## src/rtl/scsi_byte_packer_if.sv

```systemverilog
// Handshake bundle between the byte packer, its sequencer, the SCSI byte stage and the FIFO.
// The master drives controls, the SCSI byte and FIFO status; the slave (the packer) drives the rest.
interface scsi_byte_packer_if #(parameter int CNT_W = 24);
   logic             START;
   logic             DIR;
   logic             BYTE_STB;
   logic [7:0]       BYTE_IN;
   logic             FLUSH;
   logic             FIFO_FULL;
   logic             FIFO_EMPTY;
   logic             FIFO_WR;
   logic [31:0]      FIFO_ID;
   logic [3:0]       FIFO_BE;
   logic             FIFO_RD;
   logic             BO1;
   logic             BO0;
   logic             BYTE_RDY;
   logic             BUSY;
   logic [CNT_W-1:0] BYTE_CNT;

   modport master (
      output START, DIR, BYTE_STB, BYTE_IN, FLUSH, FIFO_FULL, FIFO_EMPTY,
      input  FIFO_WR, FIFO_ID, FIFO_BE, FIFO_RD, BO1, BO0, BYTE_RDY, BUSY, BYTE_CNT
   );

   modport slave (
      input  START, DIR, BYTE_STB, BYTE_IN, FLUSH, FIFO_FULL, FIFO_EMPTY,
      output FIFO_WR, FIFO_ID, FIFO_BE, FIFO_RD, BO1, BO0, BYTE_RDY, BUSY, BYTE_CNT
   );
endinterface

```

## src/rtl/scsi_byte_packer.sv

```systemverilog
// Byte-lane sequencer between the 32-bit FIFO and the 8-bit SCSI stage: packs SCSI bytes
// into big-endian longwords (S2F) or walks the byte offset across a FIFO longword (F2S).
module scsi_byte_packer #(
   parameter int CNT_W = 24
) (
   input logic               CLK,
   input logic               _RST,
   scsi_byte_packer_if.slave bus
);

   typedef enum logic [2:0] {
      IDLE,
      S2F_FILL,
      S2F_WR,
      F2S_WAIT,
      F2S_SEND,
      FLUSH_WR
   } state_e;

   state_e           state_q, state_d;
   logic [1:0]       ptr_q, ptr_d, ptr_n, ptr_inc;
   logic [31:0]      pack_q, pack_d;
   logic [31:0]      id_q, id_d;
   logic [3:0]       be_q, be_d;
   logic [CNT_W-1:0] cnt_q, cnt_d;
   logic             wr_q, wr_d;
   logic             rdy_q, rdy_d;
   logic             busy_q, busy_d;
   logic             fpend_q, fpend_d;

   assign ptr_inc = ptr_q + 2'd1;

   always_comb begin
      state_d = state_q;
      ptr_d   = ptr_q;
      ptr_n   = ptr_q;
      pack_d  = pack_q;
      id_d    = id_q;
      be_d    = be_q;
      cnt_d   = cnt_q;
      wr_d    = 1'b0;
      fpend_d = fpend_q;

      if (bus.START) begin
         ptr_d   = 2'd0;
         pack_d  = 32'h0;
         cnt_d   = '0;
         fpend_d = 1'b0;
         state_d = bus.DIR ? S2F_FILL : F2S_WAIT;
      end else begin
         case (state_q)
            S2F_FILL: begin
               if (bus.BYTE_STB) begin
                  case (ptr_q)
                     2'd0:    pack_d[31:24] = bus.BYTE_IN;
                     2'd1:    pack_d[23:16] = bus.BYTE_IN;
                     2'd2:    pack_d[15:8]  = bus.BYTE_IN;
                     default: pack_d[7:0]   = bus.BYTE_IN;
                  endcase
                  ptr_n = ptr_inc;
                  cnt_d = cnt_q + CNT_W'(1);
               end
               ptr_d = ptr_n;
               // A flush that lands on the completing byte rides the full write, then ends.
               if (bus.BYTE_STB && (ptr_q == 2'd3)) begin
                  state_d = S2F_WR;
                  fpend_d = bus.FLUSH;
               end else if (bus.FLUSH) begin
                  state_d = (ptr_n == 2'd0) ? IDLE : FLUSH_WR;
               end
            end

            S2F_WR: begin
               if (bus.FLUSH) fpend_d = 1'b1;
               if (!bus.FIFO_FULL) begin
                  wr_d    = 1'b1;
                  id_d    = pack_q;
                  be_d    = 4'hF;
                  pack_d  = 32'h0;
                  fpend_d = 1'b0;
                  state_d = (fpend_q || bus.FLUSH) ? IDLE : S2F_FILL;
               end
            end

            FLUSH_WR: begin
               if (!bus.FIFO_FULL) begin
                  wr_d = 1'b1;
                  id_d = pack_q;
                  case (ptr_q)
                     2'd1:    be_d = 4'b1000;
                     2'd2:    be_d = 4'b1100;
                     2'd3:    be_d = 4'b1110;
                     default: be_d = 4'b0000;
                  endcase
                  pack_d  = 32'h0;
                  ptr_d   = 2'd0;
                  state_d = IDLE;
               end
            end

            // One dead cycle after each pop lets FIFO_EMPTY reflect the new occupancy.
            F2S_WAIT: begin
               if (!bus.FIFO_EMPTY) state_d = F2S_SEND;
            end

            F2S_SEND: begin
               if (bus.BYTE_STB) begin
                  ptr_d = ptr_inc;
                  cnt_d = cnt_q + CNT_W'(1);
                  if (ptr_q == 2'd3) state_d = F2S_WAIT;
               end
            end

            default: ;
         endcase
      end

      rdy_d  = (state_d == S2F_FILL) || (state_d == F2S_SEND);
      busy_d = (state_d != IDLE);
   end

   always_ff @(posedge CLK or negedge _RST) begin
      if (!_RST) begin
         state_q <= IDLE;
         ptr_q   <= 2'd0;
         pack_q  <= 32'h0;
         id_q    <= 32'h0;
         be_q    <= 4'h0;
         cnt_q   <= '0;
         wr_q    <= 1'b0;
         rdy_q   <= 1'b0;
         busy_q  <= 1'b0;
         fpend_q <= 1'b0;
      end else begin
         state_q <= state_d;
         ptr_q   <= ptr_d;
         pack_q  <= pack_d;
         id_q    <= id_d;
         be_q    <= be_d;
         cnt_q   <= cnt_d;
         wr_q    <= wr_d;
         rdy_q   <= rdy_d;
         busy_q  <= busy_d;
         fpend_q <= fpend_d;
      end
   end

   // The pop coincides with the fourth strobe; an aborting START suppresses it.
   assign bus.FIFO_RD  = (state_q == F2S_SEND) && bus.BYTE_STB && (ptr_q == 2'd3) && !bus.START;
   assign bus.FIFO_WR  = wr_q;
   assign bus.FIFO_ID  = id_q;
   assign bus.FIFO_BE  = be_q;
   assign bus.BO1      = ptr_q[1];
   assign bus.BO0      = ptr_q[0];
   assign bus.BYTE_RDY = rdy_q;
   assign bus.BUSY     = busy_q;
   assign bus.BYTE_CNT = cnt_q;

endmodule

```

## src/flat_wrapper.sv

```systemverilog
// flat-port wrapper written by rule: the top's interface ports become plain ports
module scsi_byte_packer_flat 
#(
   parameter int CNT_W = 24
)
  (CLK, _RST, bus_START, bus_DIR, bus_BYTE_STB, bus_BYTE_IN, bus_FLUSH, bus_FIFO_FULL, bus_FIFO_EMPTY, bus_FIFO_WR, bus_FIFO_ID, bus_FIFO_BE, bus_FIFO_RD, bus_BO1, bus_BO0, bus_BYTE_RDY, bus_BUSY, bus_BYTE_CNT);
  scsi_byte_packer_if #(.CNT_W(CNT_W)) bus_i ();
  input logic CLK;
  input logic _RST;
  input wire logic [$bits(bus_i.START)-1:0] bus_START;
  input wire logic [$bits(bus_i.DIR)-1:0] bus_DIR;
  input wire logic [$bits(bus_i.BYTE_STB)-1:0] bus_BYTE_STB;
  input wire logic [$bits(bus_i.BYTE_IN)-1:0] bus_BYTE_IN;
  input wire logic [$bits(bus_i.FLUSH)-1:0] bus_FLUSH;
  input wire logic [$bits(bus_i.FIFO_FULL)-1:0] bus_FIFO_FULL;
  input wire logic [$bits(bus_i.FIFO_EMPTY)-1:0] bus_FIFO_EMPTY;
  output wire logic [$bits(bus_i.FIFO_WR)-1:0] bus_FIFO_WR;
  output wire logic [$bits(bus_i.FIFO_ID)-1:0] bus_FIFO_ID;
  output wire logic [$bits(bus_i.FIFO_BE)-1:0] bus_FIFO_BE;
  output wire logic [$bits(bus_i.FIFO_RD)-1:0] bus_FIFO_RD;
  output wire logic [$bits(bus_i.BO1)-1:0] bus_BO1;
  output wire logic [$bits(bus_i.BO0)-1:0] bus_BO0;
  output wire logic [$bits(bus_i.BYTE_RDY)-1:0] bus_BYTE_RDY;
  output wire logic [$bits(bus_i.BUSY)-1:0] bus_BUSY;
  output wire logic [$bits(bus_i.BYTE_CNT)-1:0] bus_BYTE_CNT;
  assign bus_i.START = bus_START;
  assign bus_i.DIR = bus_DIR;
  assign bus_i.BYTE_STB = bus_BYTE_STB;
  assign bus_i.BYTE_IN = bus_BYTE_IN;
  assign bus_i.FLUSH = bus_FLUSH;
  assign bus_i.FIFO_FULL = bus_FIFO_FULL;
  assign bus_i.FIFO_EMPTY = bus_FIFO_EMPTY;
  assign bus_FIFO_WR = bus_i.FIFO_WR;
  assign bus_FIFO_ID = bus_i.FIFO_ID;
  assign bus_FIFO_BE = bus_i.FIFO_BE;
  assign bus_FIFO_RD = bus_i.FIFO_RD;
  assign bus_BO1 = bus_i.BO1;
  assign bus_BO0 = bus_i.BO0;
  assign bus_BYTE_RDY = bus_i.BYTE_RDY;
  assign bus_BUSY = bus_i.BUSY;
  assign bus_BYTE_CNT = bus_i.BYTE_CNT;
  scsi_byte_packer #(.CNT_W(CNT_W)) u_core (.CLK(CLK), ._RST(_RST), .bus(bus_i));
endmodule
```

## config.mk

```make
export PLATFORM = sky130hd
export DESIGN_NAME = scsi_byte_packer_flat
export DESIGN_NICKNAME = d
export VERILOG_FILES = /design/src/rtl/scsi_byte_packer_if.sv /design/src/rtl/scsi_byte_packer.sv /design/src/flat_wrapper.sv
export SDC_FILE = /design/constraint.sdc
export NUM_CORES = 1
export LEC_CHECK = 0
export BUFFER_PORTS_ARGS = -buffer_cell sky130_fd_sc_hd__buf_2
export CAP_MARGIN = 15
export CELL_PAD_IN_SITES_DETAIL_PLACEMENT = 1
export CELL_PAD_IN_SITES_GLOBAL_PLACEMENT = 2
export CORE_UTILIZATION = 36
export CTS_CLUSTER_SIZE = 16
export DETAILED_ROUTE_END_ITERATION = 8
export PLACE_DENSITY_LB_ADDON = 0.08
export SLEW_MARGIN = 20
export SYNTH_ARGS = -nofsm -noshare
export SYNTH_HDL_FRONTEND = slang
export SYNTH_SLANG_ARGS = --single-unit
```

## constraint.sdc

```tcl
create_clock -name CLK -period 2.4 [get_ports CLK]
set_input_delay 0.12 -clock CLK [delete_from_list [all_inputs] [get_ports CLK]]
set_output_delay 0.12 -clock CLK [all_outputs]
set_load 0.05 [all_outputs]
```

==> results.json <==
{
  "critPathLaunchType": "flip-flop",
  "hold_path.class": "in -> reg",
  "rrSetupSlack_ns": 0.26,
  "cts_buffers": 9,
  "startpoint": "u_core.state_q[0]",
  "synth_area_mm2": 0.00475,
  "p_leak_uw": 0.00286,
  "r2r_cells": 5,
  "cp_max_fo": 15,
  "vdd_drop_max_uv": 556,
  "rows": 41,
  "dieArea_mm2": 0.0137,
  "placed_area_mm2": 0.00534,
  "yosysWarnings": 0,
  "worstMarginPinSlew_ns": 0.723,
  "clock_path_buffers": 2,
  "final_nets": 543,
  "fin_crit_sh": 0.890,
  "drt_iter0_drc": 121,
  "via_per_inst": 4.86,
  "avgRoutedWirePerCell_um": 16.3,
  "final-hold-violation-count": 0,
  "ys_top_cells_by_area": "dfrtp_1, nand2_1, mux2_4",
  "clockRootBuffer": "clkbuf_16",
  "io_pins": 82,
  "final_common_cell": "nand2_1",
  "path_clk_slew_ns": 0.07,
  "drv_cap": 0,
  "start_util": 0.374,
  "first_global_vias": 3394,
  "syn_to_final_growth_pct": 18.6,
  "clkLatencyLatePin_ns": 0.36,
  "diodes": 0,
  "gp_congestion": 0.731,
  "fin_crit_ns": 2.14,
  "cpMaxStageDelayCell": "dfrtp_1",
  "cp.required_ns": 2.64,
  "postRouteWirelength_um": 11400,
  "synth-edff-count": 0,
  "dpl.hpwl_um": 8180,
  "worstPathCellList": "nand2_1 > or3_4 > o21a_1 > buf_4 > mux2_4",
  "maxSlewHeadroom": 0.518,
  "cp.arrival_ns": 2.38,
  "synth_cell_types": 55,
  "finalInstanceArea_mm2": 0.00564,
  "grt_max_degree": 43,
  "grt.total_usage": 0.181,
  "vias": 3395,
  "final_cell_mix": "nand2_1, dfrtp_1, buf_2",
  "grt_pass1_wl_um": 18300,
  "ys.flop_type": "dfrtp_1",
  "antenna_found_initial": 0,
  "gr-total-overflow": 0,
  "yosysSeqAreaShare": 0.532,
  "p_per_area_mw_per_mm2": 1140,
  "synthArstFlopShare": 1.00,
  "min-delay-start": "bus_DIR",
  "drive_gt1_frac": 0.300,
  "drtPass1Iterations": 4,
  "ys_ff_latch": 101,
  "fmax_mhz": 468,
  "syn_inst": 439,
  "min_to": "u_core.state_q[1]",
  "cts_sinks": 101,
  "synth_area_per_cell_um2": 10.8,
  "finalMaxSlewViolations": 0,
  "core_area_mm2": 0.0127,
  "max_stage_delay_ns": 0.77,
  "portBuffers": 81,
  "fillers": 1465,
  "fin_setup_tns_ns": 0,
  "ctsResizeCount": 0,
  "reg2reg_to": "u_core.pack_q[22]",
  "h-tree-depth": 3,
  "tritoncts": "done",
  "syn_nets": 460,
  "drc": 0,
  "netlist.area_leader.share": 0.532,
  "finClkSkew_ns": 0.00744,
  "cp-end-kind": "flip-flop",
  "die_width_um": 117,
  "timing.rr.start": "u_core.state_q[0]",
  "setup.worst_path.class": "reg -> reg",
  "outcome": "finished, final reports clean",
  "ant_nets": 0,
  "setup_violations": 0,
  "synth_top_cell_by_area": "dfrtp_1",
  "rsz0062_at_grt": "false",
  "die_h_um": 117,
  "post_cts.repair.setup_buffers": 0,
  "whs_path_depth": 4
}
-- Yosys cell counts, drive strengths merged, types with 2 or more instances --
| master | count |
|---|---|
| nor2b | 5 |
| a22oi | 2 |
| o21a | 4 |
| nor4b | 6 |
| nor2 | 29 |
| nor3b | 4 |
| mux2i | 3 |
| a21oi | 7 |
| xor2 | 3 |
| nor3 | 9 |
| buf | 16 |
| dfrtp | 101 |
| o22a | 3 |
| o21ai | 8 |
| xnor2 | 20 |
| clkbuf | 4 |
| inv | 9 |
| and2 | 9 |
| and3 | 4 |
| nand3 | 9 |
| or3 | 2 |
| nand2 | 118 |
| mux2 | 33 |
| a22o | 2 |
| ha | 5 |
| and4 | 4 |
| nor4 | 6 |
-- critical path, delay by kind of cell, from the launching register on --
family	cells	cell delay [ns]
compound gates	1	0.18
buf+inv	1	0.18
flops	1	0.77
mux	1	0.30
simple gates	2	0.58
-- power by group --
part	switching, µW	total [µW]	internal [µW]
clock network	699	1450	751
registers	372	2530	2160
logic	1650	2470	817
-- stage by stage --
stage / power [µW] / cells / util / hold slack, ns / setup WS [ns]
floorplan: 4470 / 439 / - / -0.176 / 0.284
global placement: 5000 / 682 / 0.419 / 0.160 / 0.299
detailed placement: 5060 / 682 / 0.419 / 0.172 / 0.281
CTS: 6530 / 699 / 0.443 / 0.0662 / 0.272
global route: 6790 / 699 / 0.443 / 0.105 / 0.141
finish: 6450 / 699 / 0.443 / 0.0701 / 0.263
-- timing repair --
item                                    4_1_cts  5_1_grt
endpoints found under the hold margin        40        0
endpoints found under the setup margin        0        0
hold buffers                                  1        0
-- how the worst max path moves through the flow --
| stage | to | slack (ns) |
|---|---|---|
| 2_1_floorplan | u_core.bus.BUSY | 0.28 |
| 3_3_place_gp | u_core.pack_q[26] | 0.30 |
| 3_5_place_dp | u_core.pack_q[29] | 0.28 |
| 4_1_cts | u_core.pack_q[22] | 0.27 |
| 5_1_grt | u_core.pack_q[22] | 0.14 |
| 6_report | u_core.pack_q[22] | 0.26 |
-- flip-flops by register name (all words and copies together), names as in the netlist --
signal               count
u_core.bus.FIFO_ID      32
u_core.pack_q           32
u_core.bus.BYTE_CNT     24
u_core.bus.FIFO_BE       4
u_core.state_q           3
u_core.ptr_q             2
u_core.bus.BUSY          1
u_core.bus.BYTE_RDY      1
u_core.bus.FIFO_WR       1
u_core.fpend_q           1
-- layout make-up --
| class | count | area, µm² | area share |
|---|---|---|---|
| Clock buffer | 10 | 239 | 0.0424 |
| Sequential cell | 101 | 2530 | 0.448 |
| Timing Repair Buffer | 92 | 505 | 0.0896 |
| Multi-Input combinational cell | 309 | 2060 | 0.366 |
| Tap cell | 172 | 215 | 0.0382 |
| Inverter | 9 | 33.8 | 0.00599 |
| Clock inverter | 6 | 53.8 | 0.00954 |
-- metal layers --
layer,part of all wire,vias up,global-route usage,wire [µm]
met2,0.45,61,0.273,5160
met4,0.017,0,0.0759,198
met1,0.50,1694,0.255,5680
met5,0,-,0,0
met3,0.033,12,0.0324,378
li1,-,1628,-,-
-- cells by family after synthesis --
family	synth area share
compound gates	0.0534
buf+inv	0.0353
xor+xnor	0.0463
flops	0.532
mux	0.103
simple gates	0.217
fa+ha+maj	0.0132
No activity file was read; power rests on OpenSTA's default activity.
